**src/rtl/equiv_pkg.sv**
```systemverilog
// rtl/equiv_pkg.sv - shared types, widths and LFSR helper for the equivalence-check sequencer
package equiv_pkg;

  typedef enum logic [1:0] {
    ST_IDLE  = 2'd0,
    ST_RUN   = 2'd1,
    ST_DRAIN = 2'd2,
    ST_DONE  = 2'd3
  } state_e;

  localparam logic [31:0] LFSR_POLY     = 32'h8020_0003;
  localparam logic [31:0] SEED_DEFAULT  = 32'h0000_0001;
  localparam int          Y_W           = 91;
  localparam int          W0_W          = 22;
  localparam int          W1_W          = 21;
  localparam int          W2_W          = 21;
  localparam int          W3_W          = 13;
  localparam logic [15:0] FAIL_IDX_NONE = 16'hFFFF;

  // One step of the right-shifting Galois LFSR.
  function automatic logic [31:0] lfsr_next(input logic [31:0] s);
    return (s >> 1) ^ (s[0] ? LFSR_POLY : 32'h0);
  endfunction

endpackage

```
**src/rtl/equiv_stim_lfsr.sv**
```systemverilog
// rtl/equiv_stim_lfsr.sv - LFSR stimulus generator mapping its state onto the four wire buses
//   clk, rst_n      : clock, asynchronous active-low reset
//   load, seed      : load seed as the current vector state (wins over step)
//   step            : advance the LFSR one step and present the new vector
//   wire0..wire3    : registered stimulus buses; they only change on load/step
module equiv_stim_lfsr
  import equiv_pkg::*;
(
  input  logic            clk,
  input  logic            rst_n,
  input  logic            load,
  input  logic [31:0]     seed,
  input  logic            step,
  output logic [W0_W-1:0] wire0,
  output logic [W1_W-1:0] wire1,
  output logic [W2_W-1:0] wire2,
  output logic [W3_W-1:0] wire3
);

  logic [31:0]     lfsr_q, lfsr_d;
  logic [W0_W-1:0] wire0_q, wire0_d;
  logic [W1_W-1:0] wire1_q, wire1_d;
  logic [W2_W-1:0] wire2_q, wire2_d;
  logic [W3_W-1:0] wire3_q, wire3_d;
  logic            upd;
  logic [31:0]     s_new;
  logic [76:0]     w;

  always_comb begin
    s_new = lfsr_q;
    upd   = 1'b0;
    if (load) begin
      s_new = seed;
      upd   = 1'b1;
    end else if (step) begin
      s_new = lfsr_next(lfsr_q);
      upd   = 1'b1;
    end
    lfsr_d = s_new;
    // Low 77 bits of the stimulus word: S in the low word, S rotated left
    // by 16 above it, then the bottom of ~S. wire0 therefore carries S[21:0].
    w = {~s_new[12:0], s_new[15:0], s_new[31:16], s_new};
    wire0_d = upd ? w[21:0]  : wire0_q;
    wire1_d = upd ? w[42:22] : wire1_q;
    wire2_d = upd ? w[63:43] : wire2_q;
    wire3_d = upd ? w[76:64] : wire3_q;
  end

  always_ff @(posedge clk or negedge rst_n) begin
    if (!rst_n) begin
      lfsr_q  <= SEED_DEFAULT;
      wire0_q <= '0;
      wire1_q <= '0;
      wire2_q <= '0;
      wire3_q <= '0;
    end else begin
      lfsr_q  <= lfsr_d;
      wire0_q <= wire0_d;
      wire1_q <= wire1_d;
      wire2_q <= wire2_d;
      wire3_q <= wire3_d;
    end
  end

  assign wire0 = wire0_q;
  assign wire1 = wire1_q;
  assign wire2 = wire2_q;
  assign wire3 = wire3_q;

endmodule

```
**src/rtl/equiv_check_sequencer.sv**
```systemverilog
// rtl/equiv_check_sequencer.sv - drives LFSR vectors into two design copies and compares their outputs
//   clk, rst_n          : clock, asynchronous active-low reset
//   start, seed, num_vec: run request; seed/num_vec sampled when start is accepted in IDLE
//   wire0..wire3        : stimulus buses shared by both design copies
//   y_1, y_2            : design copy outputs, compared LAT-1 cycles after the vector is driven
//   busy, done, pass    : run status (done is a one-cycle pulse)
//   mismatch_cnt        : saturating mismatch count of the current/last run
//   fail_idx            : index of the first mismatching vector, 16'hFFFF if none
module equiv_check_sequencer
  import equiv_pkg::*;
#(
  parameter int LAT          = 1,
  parameter bit STOP_ON_FAIL = 1'b1
) (
  input  logic            clk,
  input  logic            rst_n,
  input  logic            start,
  input  logic [31:0]     seed,
  input  logic [15:0]     num_vec,
  output logic [W0_W-1:0] wire0,
  output logic [W1_W-1:0] wire1,
  output logic [W2_W-1:0] wire2,
  output logic [W3_W-1:0] wire3,
  input  logic [Y_W-1:0]  y_1,
  input  logic [Y_W-1:0]  y_2,
  output logic            busy,
  output logic            done,
  output logic            pass,
  output logic [15:0]     mismatch_cnt,
  output logic [15:0]     fail_idx
);

  state_e          state_q, state_d;
  logic [15:0]     last_q, last_d;
  logic [15:0]     cnt_q, cnt_d;
  logic [15:0]     fail_q, fail_d;
  logic            pass_q, pass_d;
  // Stage 0 is loaded on the same edge as the wire buses, so it tags the
  // vector currently being driven; stage LAT-1 is the one being compared.
  logic [LAT-1:0]  vld_q, vld_d;
  logic [15:0]     tag_q [LAT];
  logic [15:0]     tag_d [LAT];

  logic            load, step, issue, cmp_hit;
  logic [15:0]     issue_idx;
  logic [31:0]     seed_eff;

  assign seed_eff = (seed == 32'h0) ? SEED_DEFAULT : seed;
  assign cmp_hit  = vld_q[LAT-1] && (y_1 != y_2);

  always_comb begin
    state_d   = state_q;
    last_d    = last_q;
    cnt_d     = cnt_q;
    fail_d    = fail_q;
    pass_d    = pass_q;
    load      = 1'b0;
    step      = 1'b0;
    issue     = 1'b0;
    issue_idx = tag_q[0];

    if (cmp_hit) begin
      if (cnt_q != 16'hFFFF) cnt_d = cnt_q + 16'd1;
      // The count never returns to zero within a run, so zero means first mismatch.
      if (cnt_q == 16'h0) fail_d = tag_q[LAT-1];
    end

    unique case (state_q)
      ST_IDLE: begin
        if (start) begin
          cnt_d  = 16'h0;
          fail_d = FAIL_IDX_NONE;
          pass_d = 1'b0;
          if (num_vec == 16'h0) begin
            state_d = ST_DONE;
          end else begin
            state_d   = ST_RUN;
            load      = 1'b1;
            issue     = 1'b1;
            issue_idx = 16'h0;
            last_d    = num_vec - 16'd1;
          end
        end
      end
      ST_RUN: begin
        if ((STOP_ON_FAIL && cmp_hit) || (tag_q[0] == last_q)) begin
          state_d = ST_DRAIN;
        end else begin
          step      = 1'b1;
          issue     = 1'b1;
          issue_idx = tag_q[0] + 16'd1;
        end
      end
      ST_DRAIN: begin
        if (vld_q == '0) state_d = ST_DONE;
      end
      ST_DONE: begin
        state_d = ST_IDLE;
      end
      default: state_d = ST_IDLE;
    endcase

    if (state_d == ST_DONE && state_q != ST_DONE) pass_d = (cnt_d == 16'h0);

    vld_d[0] = issue;
    tag_d[0] = issue_idx;
    for (int i = 1; i < LAT; i++) begin
      vld_d[i] = vld_q[i-1];
      tag_d[i] = tag_q[i-1];
    end
  end

  always_ff @(posedge clk or negedge rst_n) begin
    if (!rst_n) begin
      state_q <= ST_IDLE;
      last_q  <= 16'h0;
      cnt_q   <= 16'h0;
      fail_q  <= FAIL_IDX_NONE;
      pass_q  <= 1'b0;
      vld_q   <= '0;
      for (int i = 0; i < LAT; i++) tag_q[i] <= 16'h0;
    end else begin
      state_q <= state_d;
      last_q  <= last_d;
      cnt_q   <= cnt_d;
      fail_q  <= fail_d;
      pass_q  <= pass_d;
      vld_q   <= vld_d;
      for (int i = 0; i < LAT; i++) tag_q[i] <= tag_d[i];
    end
  end

  equiv_stim_lfsr u_stim (
    .clk   (clk),
    .rst_n (rst_n),
    .load  (load),
    .seed  (seed_eff),
    .step  (step),
    .wire0 (wire0),
    .wire1 (wire1),
    .wire2 (wire2),
    .wire3 (wire3)
  );

  assign busy         = (state_q == ST_RUN) || (state_q == ST_DRAIN);
  assign done         = (state_q == ST_DONE);
  assign pass         = pass_q;
  assign mismatch_cnt = cnt_q;
  assign fail_idx     = fail_q;

endmodule

```
**config.mk**
```make
export PLATFORM = sky130hd
export DESIGN_NAME = equiv_check_sequencer
export DESIGN_NICKNAME = d
export VERILOG_FILES = /design/src/rtl/equiv_pkg.sv /design/src/rtl/equiv_stim_lfsr.sv /design/src/rtl/equiv_check_sequencer.sv
export SDC_FILE = /design/constraint.sdc
export NUM_CORES = 1
export LEC_CHECK = 0
export ABC_CLOCK_PERIOD_IN_PS = 3320
export BUFFER_PORTS_ARGS = -buffer_cell sky130_fd_sc_hd__clkbuf_2
export CAP_MARGIN = 20
export CORE_AREA = 2 2 136 138
export DETAILED_ROUTE_END_ITERATION = 6
export DIE_AREA = 0 0 138 140
export GPL_TIMING_DRIVEN = 1
export PLACE_DENSITY_LB_ADDON = 0.08
export REMOVE_ABC_BUFFERS = 1
export SETUP_SLACK_MARGIN = 0.02
export SYNTH_ARGS = -nofsm -noshare
export SYNTH_HDL_FRONTEND = slang
export SYNTH_HIERARCHICAL = 1
export SYNTH_SLANG_ARGS = --single-unit
```
**constraint.sdc**
```tcl
create_clock -name clk -period 3.32 [get_ports clk]
set_input_delay 0.166 -clock clk [delete_from_list [all_inputs] [get_ports clk]]
set_output_delay 0.166 -clock clk [all_outputs]
set_load 0.01 [all_outputs]
```
; Word-level counts from Yosys, hierarchy flattened
; Index checks and enable logic that the tools add are counted.
[word_totals]
register_bits = 177
latch_bits = 0
ram_bits = 0
mem_bits_ro = 0
input_bits = 233
output_inout_bits = 112
wordCells = 76
mem_count = 0
[op_classes]
addsub = 3
mul = 0
div_mod_pow = 0
magnitude_cmp = 0
n_eq_ne = 11
shift = 0
mux = 32
n_bitwise = 3
n_reduce_logical = 15
[op_table]
columns = cell, n
row1 = $mux 16, 11
row2 = $mux 32, 4
row3 = $ne 91x91->1, 1
row4 = $logic_not 16->1, 3
row5 = $add 16x1->16 const B, 2
row6 = $logic_not 32->1, 1
row7 = $pmux 16 s2, 1
row8 = $xor 31x32->32, 1
row9 = $eq 16x16->1, 1
row10 = $ne 16x16->1 const B, 1
row11 = $sub 16x1->16 const B, 1
row12 = $not 13->13, 1
row13 = $mux 1, 10
row14 = $mux 2, 4
row15 = $ne 2x2->1 const B, 4
row16 = $pmux 2 s4, 1
row17 = $eq 2x2->1 const B, 3
row18 = $reduce_bool 2->1, 3
row19 = $reduce_and 4->1, 1
row20 = $reduce_and 3->1, 1
row21 = $eq 2x1->1 const B, 1
row22 = $logic_and 1x1->1, 2
row23 = $logic_not 2->1, 1
row24 = $logic_or 1x1->1, 2
row25 = other kinds (3), 3

; Logic depth before layout (Yosys ltp)
; Gate-level depths: netlist of the first run.
[logic_depth]
depth_word = 9
mapped_depth = 11
ltp_nobuf = 10

; Cells and area by module
; The synthesis of the first run kept the hierarchy.
[modules_own_cells]
columns = mod, n_inst, cells_each, area_per_inst_um2, seq_area_each_um2
row1 = equiv_check_sequencer, 1, 591, 5089.9, 1721.7
row2 = equiv_stim_lfsr, 1, 376, 3743.6, 1928.1

; Worst setup path after synthesis of the first run
; No wires, ideal clock.
[synth_path]
path_type = register -> register
from = register cnt_q[0] (netlist: mismatch_cnt[0])
to = register pass_q (netlist: pass)
setup_ns = 0.092
arrival_ns = 2.717
required_ns = 3.228
setup_slack_ns = 0.511
path_stages_with_launch = 11
n_path_buf = 0
synth_period_minus_slack_ns = 2.809
cell_sequence = dfrtp_1 ha_1 nand3_1 nor3_1 nand2_1 o21ai_0 a21oi_1 a211o_1 a31oi_1 nand4_1 o31ai_2
[synth_between]
elab_chain_cells = 7
word_cells_on_any_way = 8
cone_classes = add/sub (1) / eq/ne (1) / mux (5) / reduce/logical (1)
[synth_rtl]
columns = item, line_no
row1 = "start, declared", equiv_check_sequencer.sv:35  ; logic [15:0] cnt_q, cnt_d;
row2 = "start signal, assigned", equiv_check_sequencer.sv:125  ; cnt_q <= cnt_d;
row3 = $add 16x1->16 / $ne 16x16->1 (equally long branches), equiv_check_sequencer.sv:63  ; if (cnt_q != 16'hFFFF) cnt_d = cnt_q + 16'd1;
row4 = $mux 16, equiv_check_sequencer.sv:63
row5 = $mux 16 *, equiv_check_sequencer.sv:62  ; if (cmp_hit) begin
row6 = $mux 16, equiv_check_sequencer.sv:70  ; if (start) begin
row7 = $mux 16 *, equiv_check_sequencer.sv:68  ; unique case (state_q)
row8 = $logic_not 16->1 *, equiv_check_sequencer.sv:103  ; if (state_d == ST_DONE && state_q != ST_DONE) pass_d = (cnt_d == 16'h0);
row9 = $mux 1 *, equiv_check_sequencer.sv:103
row10 = "end signal, assigned", equiv_check_sequencer.sv:127  ; pass_q <= pass_d;
row11 = "end, declared", equiv_check_sequencer.sv:37  ; logic pass_q, pass_d;
; Mark *: on every way between the ends. The rest lies on a longest branch, timed or not.
; A chain may end at the register's enable or synchronous reset.

; Worst setup path in the final report of the first run
; Same ends and word-level chain as after synthesis.

==> out/metrics.cfg, run 1 <==
[timing]
period_minus_slack_ps = 2940
setup_ws_ps = 384
fin_skew_ps = 15.8
fmax_mhz = 341
slew_viol_final = 0
finalSetupViolCount = 0
min_period_over_period_pct = 88.4
whs_ps = 18.6
hold_viol = 0
maxSlewHeadroom_pct = 45.1
tightest_slew_ps = 824
rsz0062_at_grt = no

[synth]
syn_inst = 967
synthArstFlopShare_pct = 100
synth_edf_count = 0
synth.most_common_cell = dfrtp_1
ys_top_cells_by_area = dfrtp_1 (36%), xor2_1 (9.8%), a21oi_1 (5.8%), dfstp_2 (5.1%), nand2b_1 (4.4%)
synth_area_mm2 = 0.00883
yosysSeqAreaShare_pct = 41.3
netlist.area_leader.share_pct = 36.3
synth_commonest_cells = dfrtp_1 (128), a21oi_1 (102), xor2_1 (99)
synth_top_area_cell = dfrtp_1
avgSynthCellArea_um2 = 9.13
synthDistinctLibCells = 64
synthFlopType = dfrtp_1
synth_seq_cells = 145
ys.warnings.count = 6

[critical_path]
crit_fanout = 11
cp.arrival_ps = 3270
cp.required_ps = 3650
critical_path_class = register to register
critPathCaptureType = register
start_kind = register

[drt]
wl_per_cell_um = 16.0
finalWirelength_mm = 23.9
drtIter0Drc = 467
viasPerCell = 5.24
drt_pass1_iterations = 5
vias = 7840
ant_nets = 0
route.detailed.drc = 0

[power_and_ir_drop]
peakVddDrop_mv = 0.604
leakage_nw = 5.31
power.density_mw_per_mm2 = 827

[die]
std_cell_rows = 49
fp.dieW_um = 138
io_pins = 345
die_area_mm2 = 0.0193
core_mm2 = 0.0178
die_h_um = 140
start_util_pct = 49.7

[finish]
syn_to_final_growth_pct = 26.8
n_fill_cell = 1520
final_nets = 1493
layout-drive-gt1-share_pct = 34.6

[clock_network]
ctsHoldBuffers = 1
htreeDepth = 4
cts_tree = done
clk_pin_slew_ps = 60
cts.path.max_buffers = 2
clk_latency_ps = 430
cts_buffers = 17
cts_setup_buffers = 0
cts_resized = 0
cts.sinks = 145
clockRootBuffer = clkbuf_16

[flow_run]
cap_violations = 0

[status]
outcome = complete, no violations

[global_routing]
grt_max_degree = 77
first_global_vias = 7670
grt-ovfl-total = 0
grt_first_pass_wirelength_mm = 39.4
antenna_found_initial = 1
track_usage_pct = 25.4

[place]
hpwl_mm = 18.8
dp_slack_ps = 268
port_buffers = 344
place.gp.congestion = 0.876

[min_path]
hp-class = input port to register

[path summary, 6_finish.rpt]
kind                       slack, ps  cells past startpoint         endpoint       startpoint
setup / recovery                 380                     11             pass  mismatch_cnt[0]
hold / removal                    20                      3  u_stim/wire3[7]          seed[7]
setup reg to reg                 380                     11             pass  mismatch_cnt[0]
hold reg to reg                  500                      2        last_q[4]        last_q[4]
max in group asynchronous       2150                      3     fail_idx[15]            rst_n
min in group asynchronous        310                      2  u_stim/wire1[8]            rst_n
[area by class of cell]
type | count | area, µm² | area share (%)
clock inverters | 12 | 229 | 2.04
inverters | 19 | 71.3 | 0.637
diodes | 2 | 5.00 | 0.0447
multi-input cells | 700 | 4550 | 40.6
well taps | 229 | 287 | 2.56
clock buffers | 20 | 457 | 4.08
repair buffers | 369 | 1960 | 17.5
flip-flops and latches | 145 | 3650 | 32.6
[power by group]
part / internal, mW / total (mW) / switching (mW)
Sequential: 2.59 / 3.21 / 0.614
Clock: 1.45 / 2.21 / 0.756
Combinational: 1.76 / 3.84 / 2.08
[cells by family (layout without fill, tap and decap cells)]
| group | Yosys count | after routing | share of synthesized area [%] |
|---|---|---|---|
| simple gates | 354 | 354 | 22.3 |
| compound gates | 184 | 184 | 12.3 |
| flops | 145 | 145 | 41.3 |
| xor+xnor | 134 | 134 | 13.3 |
| buf+inv | 122 | 420 | 7.32 |
| mux | 20 | 20 | 2.29 |
| fa+ha+maj | 8 | 8 | 1.13 |
| other cells | 0 | 2 | 0 |
[per-layer routing]
metal,GRT usage [%],routed length [µm]
met2,39.7,11100
met4,7.47,419
met5,0,0
met1,35.0,10800
met3,6.53,1540
[flip-flops by register name (all words and copies together) (netlist names)]
name,cells
fail_idx,16
tag_q,16
vld_q,1
u_stim/wire1,11
state_q,2
u_stim/lfsr_q,32
last_q,16
u_stim/wire3,13
pass,1
mismatch_cnt,16
u_stim/wire0,21
[placed cells by master, fill, tap and decap left out, drive strengths merged, types with 3 or more instances in the layout]
master,netlist,layout
clkbuf,51,363
dfrtp,128,128
a21oi,102,102
xor2,99,99
nand2,72,72
nand2b,62,62
nor2b,52,52
nor2,38,38
nor4,38,38
xnor2,35,35
o21ai,33,33
buf,52,25
inv,19,20
nand4,19,19
nand3,18,18
mux2i,18,18
dfstp,17,17
or3,15,15
o31a,11,11
nor3,11,11
ha,8,8
o211ai,7,7
and3,6,6
bufinv,0,6
or4,6,6
or3b,5,5
and2,4,4
a211oi,4,4
o211a,3,3
a31oi,3,3
o31ai,3,3
clkinv,0,3
[through the flow]
stage | total power, mW | setup TNS [ps] | util (%) | cell area (µm²) | instances
2_1_floorplan | 5.53 | -257260 | - | 8260 | 864
3_3_place_gp | 6.99 | 0 | 59.1 | 10500 | 1461
3_5_place_dp | 7.05 | 0 | 59.1 | 10500 | 1461
4_1_cts | 9.32 | 0 | 63.0 | 11200 | 1494
5_1_grt | 9.90 | 0 | 63.0 | 11200 | 1495
6_report | 9.26 | 0 | 63.0 | 11200 | 1496
[critical path: stages (launching register included)]
cell      delay [ps]
dfrtp_1          440
ha_1             280
nand3_1          130
nor3_1            80
nand2_1           80
o21ai_0          110
a21oi_1          660
buf_4            260
a221oi_1          80
a211oi_1         290
nand4_1          170
o31ai_2          260
No activity file was read; power rests on OpenSTA's default activity.
==> inputs of run 2 (changes only) <==
--- a/config.mk
+++ b/config.mk
@@ -5,13 +5,13 @@
 export SDC_FILE = /design/constraint.sdc
 export NUM_CORES = 1
 export LEC_CHECK = 0
-export ABC_CLOCK_PERIOD_IN_PS = 3320
+export ABC_CLOCK_PERIOD_IN_PS = 3500
 export BUFFER_PORTS_ARGS = -buffer_cell sky130_fd_sc_hd__clkbuf_2
 export CAP_MARGIN = 20
-export CORE_AREA = 2 2 136 138
+export CORE_AREA = 2 2 135 137
 export DETAILED_ROUTE_END_ITERATION = 6
-export DIE_AREA = 0 0 138 140
-export GPL_TIMING_DRIVEN = 1
+export DIE_AREA = 0 0 137 139
+export GPL_TIMING_DRIVEN = 0
 export PLACE_DENSITY_LB_ADDON = 0.08
 export REMOVE_ABC_BUFFERS = 1
 export SETUP_SLACK_MARGIN = 0.02
==> constraint.sdc (replaced) <==
create_clock -name clk -period 3.5 [get_ports clk]
set_input_delay 0.175 -clock clk [delete_from_list [all_inputs] [get_ports clk]]
set_output_delay 0.175 -clock clk [all_outputs]
set_load 0.01 [all_outputs]
==> run 2 against run 1 <==
- first-iteration DRC count rose by 7.7%
- die area fell by 1.4%
- flip-flop and latch count did not move
- highest routed layer unchanged
- largest cell class unchanged
==> out/metrics.cfg, run 2 (same netlist as run 1, synthesis figures left out) <==
[critical_path]
r2r_end = tag_q[11]  ; was pass
cp.arrival_ps = 3420  ; was 3270 ps
start_kind = input port  ; was register
critPathCaptureType = register  ; unchanged
cp.required_ps = 3800  ; was 3650 ps
timing.rr.start = state_q[0]  ; was mismatch_cnt[0]
critical_path_class = input port to register  ; was register to register
crit_fanout = 22  ; was 11
r2r_cells = 8  ; was 11
reg2reg_setup_slack_ps = 410  ; was 380 ps

[drt]
wl_per_cell_um = 16.1  ; was 16.0 µm
finalWirelength_mm = 23.8  ; was 23.9 mm
highest-signal-layer = met4  ; unchanged
viasPerCell = 5.26  ; was 5.24
drt-met1-wl_mm = 10.5  ; was 10.8 mm
routed-wl-met2_mm = 11.0  ; was 11.1 mm
drtIter0Drc = 503  ; was 467
route.detailed.drc = 0  ; unchanged
vias = 7792  ; was 7,840
ant_nets = 0  ; unchanged
drt_pass1_iterations = 6  ; was 5
wl_met3_mm = 1.66  ; was 1.54 mm

[clock_network]
clk_pin_slew_ps = 60  ; about the same
htreeDepth = 4  ; unchanged
cts.path.max_buffers = 2  ; unchanged
cts_tree = done  ; unchanged
clk_latency_ps = 420  ; was 430 ps
cts.sinks = 145  ; unchanged
cts_buffers = 17  ; unchanged
clockRootBuffer = clkbuf_16  ; unchanged
cts_setup_buffers = 0  ; unchanged

[finish]
final_common_cell = clkbuf_2  ; unchanged
stdcell_area_mm2 = 0.0111  ; was 0.0112 mm²
regMostFlops = u_stim/lfsr_q  ; unchanged
n_fill_cell = 1532  ; was 1,520
fin_cells = 1481  ; was 1,496
mostFrequentLayoutCells = clkbuf_2 (343), dfrtp_1 (128), a21oi_1 (102), xor2_1 (99), nand2_1 (72)  ; unchanged
layout-drive-gt1-share_pct = 34.1  ; was 34.6%
syn_to_final_growth_pct = 25.8  ; was 26.8%
final_nets = 1479  ; was 1,493
largest_reg_flops = 32  ; unchanged

[power_and_ir_drop]
switchingPower_mw = 3.23  ; was 3.45 mW
combPwrFrac_pct = 42.3  ; was 41.5%
p_sw_share_pct = 37.6  ; was 37.2%
p_int_mw = 5.35  ; was 5.81 mW
seq_power_share_pct = 34.9  ; was 34.6%
leakage_nw = 5.25  ; was 5.31 nW
peakVddDrop_mv = 0.399  ; was 0.604 mV
clkPwrFrac_pct = 22.8  ; was 23.9%
power.density_mw_per_mm2 = 773  ; was 827 mW/mm²

[flow_run]
cap_violations = 0  ; unchanged

[timing]
min_period_over_period_pct = 89.0
period_minus_slack_ps = 3110
rsz0062_at_grt = no  ; unchanged
maxSlewHeadroom_pct = 25.2  ; was 45.1%
tightest_slew_ps = 1110  ; was 824 ps
hold_viol = 0  ; unchanged
slew_viol_final = 0  ; unchanged
fin_skew_ps = 9.24  ; was 15.8 ps
finalSetupViolCount = 0  ; unchanged
fmax_mhz = 321

[place]
placed_cells = 1447  ; was 1,461
place.gp.congestion = 0.935  ; was 0.876
port_buffers = 344  ; unchanged
hpwl_mm = 18.7  ; was 18.8 mm
placed_area_mm2 = 0.0104  ; was 0.0105 mm²

[global_routing]
grt-ovfl-total = 0  ; unchanged
first_global_vias = 7524  ; was 7,670
antenna_found_initial = 1  ; unchanged
grt_max_degree = 81  ; was 77
grt_first_pass_wirelength_mm = 37.7  ; was 39.4 mm
track_usage_pct = 25.3  ; was 25.4%

[die]
die_area_mm2 = 0.0190  ; was 0.0193 mm²
fp.dieW_um = 137  ; was 138 µm
die_h_um = 139  ; was 140 µm
start_util_pct = 50.0  ; was 49.7%
io_pins = 345  ; unchanged
core_mm2 = 0.0177  ; was 0.0178 mm²
std_cell_rows = 49  ; unchanged

[min_path]
worst_hold_startpoint = seed[10]  ; was seed[7]
hold_path_depth = 3  ; unchanged
hp-class = input port to register  ; unchanged
holdPathEnd = u_stim/wire3[10]  ; was u_stim/wire3[7]

[status]
outcome = complete, no violations  ; unchanged

-- run 2: cell types whose count changed in the layout (fill, tap and decap cells not counted), moves of 2 or more --
cell / previous run / this run
buf_4: 21 / 1
buf_6: 1 / 5
inv_6: 0 / 3
buf_12: 3 / 1
nor3_4: 0 / 2
buf_16: 0 / 2
clkinv_4: 2 / 4
bufinv_16: 6 / 4
-- run 2: layout make-up --
cell class                      instances  area [µm²]  share of cell area (%)
Clock inverter                         14         201                    1.81
Multi-Input combinational cell        700        4570                    41.1
Inverter                               19        71.3                   0.642
Tap cell                              229         287                    2.58
Timing Repair Buffer                  355        1890                    17.0
Clock buffer                           18         439                    3.95
Sequential cell                       145        3650                    32.8
Antenna cell                            1        2.50                  0.0225
-- run 2: repair_timing --
item / CTS / global route
setup endpoints to repair: 7 / 20
hold endpoints to repair: 62 / 0
gates resized for setup: 2 / 4
hold buffers: 1 / 0
-- run 2: stage by stage --
step / setup TNS, ps / total power [mW] / util, % / hold slack (ps) / worst slack [ps]
5_1_grt: 0 / 9.24 / 62.9 / 34.4 / 143
3_3_place_gp: -591600 / 6.43 / 58.1 / 456 / -8160
3_5_place_dp: -7850 / 6.64 / 59.1 / 204 / -318
4_1_cts: 0 / 8.64 / 62.8 / 16.5 / 123
6_report: 0 / 8.59 / 62.9 / 34.7 / 385
2_1_floorplan: -243360 / 5.25 / - / -121 / -3680
-- run 2: per-layer routing --
| layer | up-vias | GRT usage, % |
|---|---|---|
| met3 | 42 | 6.73 |
| met1 | 3644 | 33.5 |
| met2 | 281 | 40.1 |
| met4 | 0 | 8.30 |
| met5 | - | 0 |
| li1 | 3825 | - |
-- run 2: how the worst max path moves through the flow --
stage	from	slack, ps	endpoint	depth (start not counted)
3_5_place_dp	y_2[73]	-320	u_stim/wire3[11]	11
3_3_place_gp	y_2[73]	-8160	u_stim/lfsr_q[21]	9
4_1_cts	y_2[73]	120	u_stim/wire3[11]	11
2_1_floorplan	y_2[50]	-3680	u_stim/wire3[0]	8
5_1_grt	state_q[0]	140	tag_q[11]	8
6_report	y_2[73]	390	u_stim/wire3[11]	11
-- run 2: power groups by stage --
stage                     Clock (mW)  Combinational, mW  Sequential (mW)
after floorplan                    0               2.06             3.18
after global placement             0               3.44             2.99
after detailed placement           0               3.62             3.02
after CTS                       1.99               3.65             3.00
after global routing            2.07               4.08             3.09
final                           1.96               3.64             2.99
-- run 2: critical path: stages --
cell and delay, ps:
clkbuf_2 90, xor2_1 150, nor4_1 420, nand4_1 220, nor4_2 570, a21boi_1 370
nor3_4 590, buf_4 330, buf_6 200, nor2b_1 60, o31a_1 230
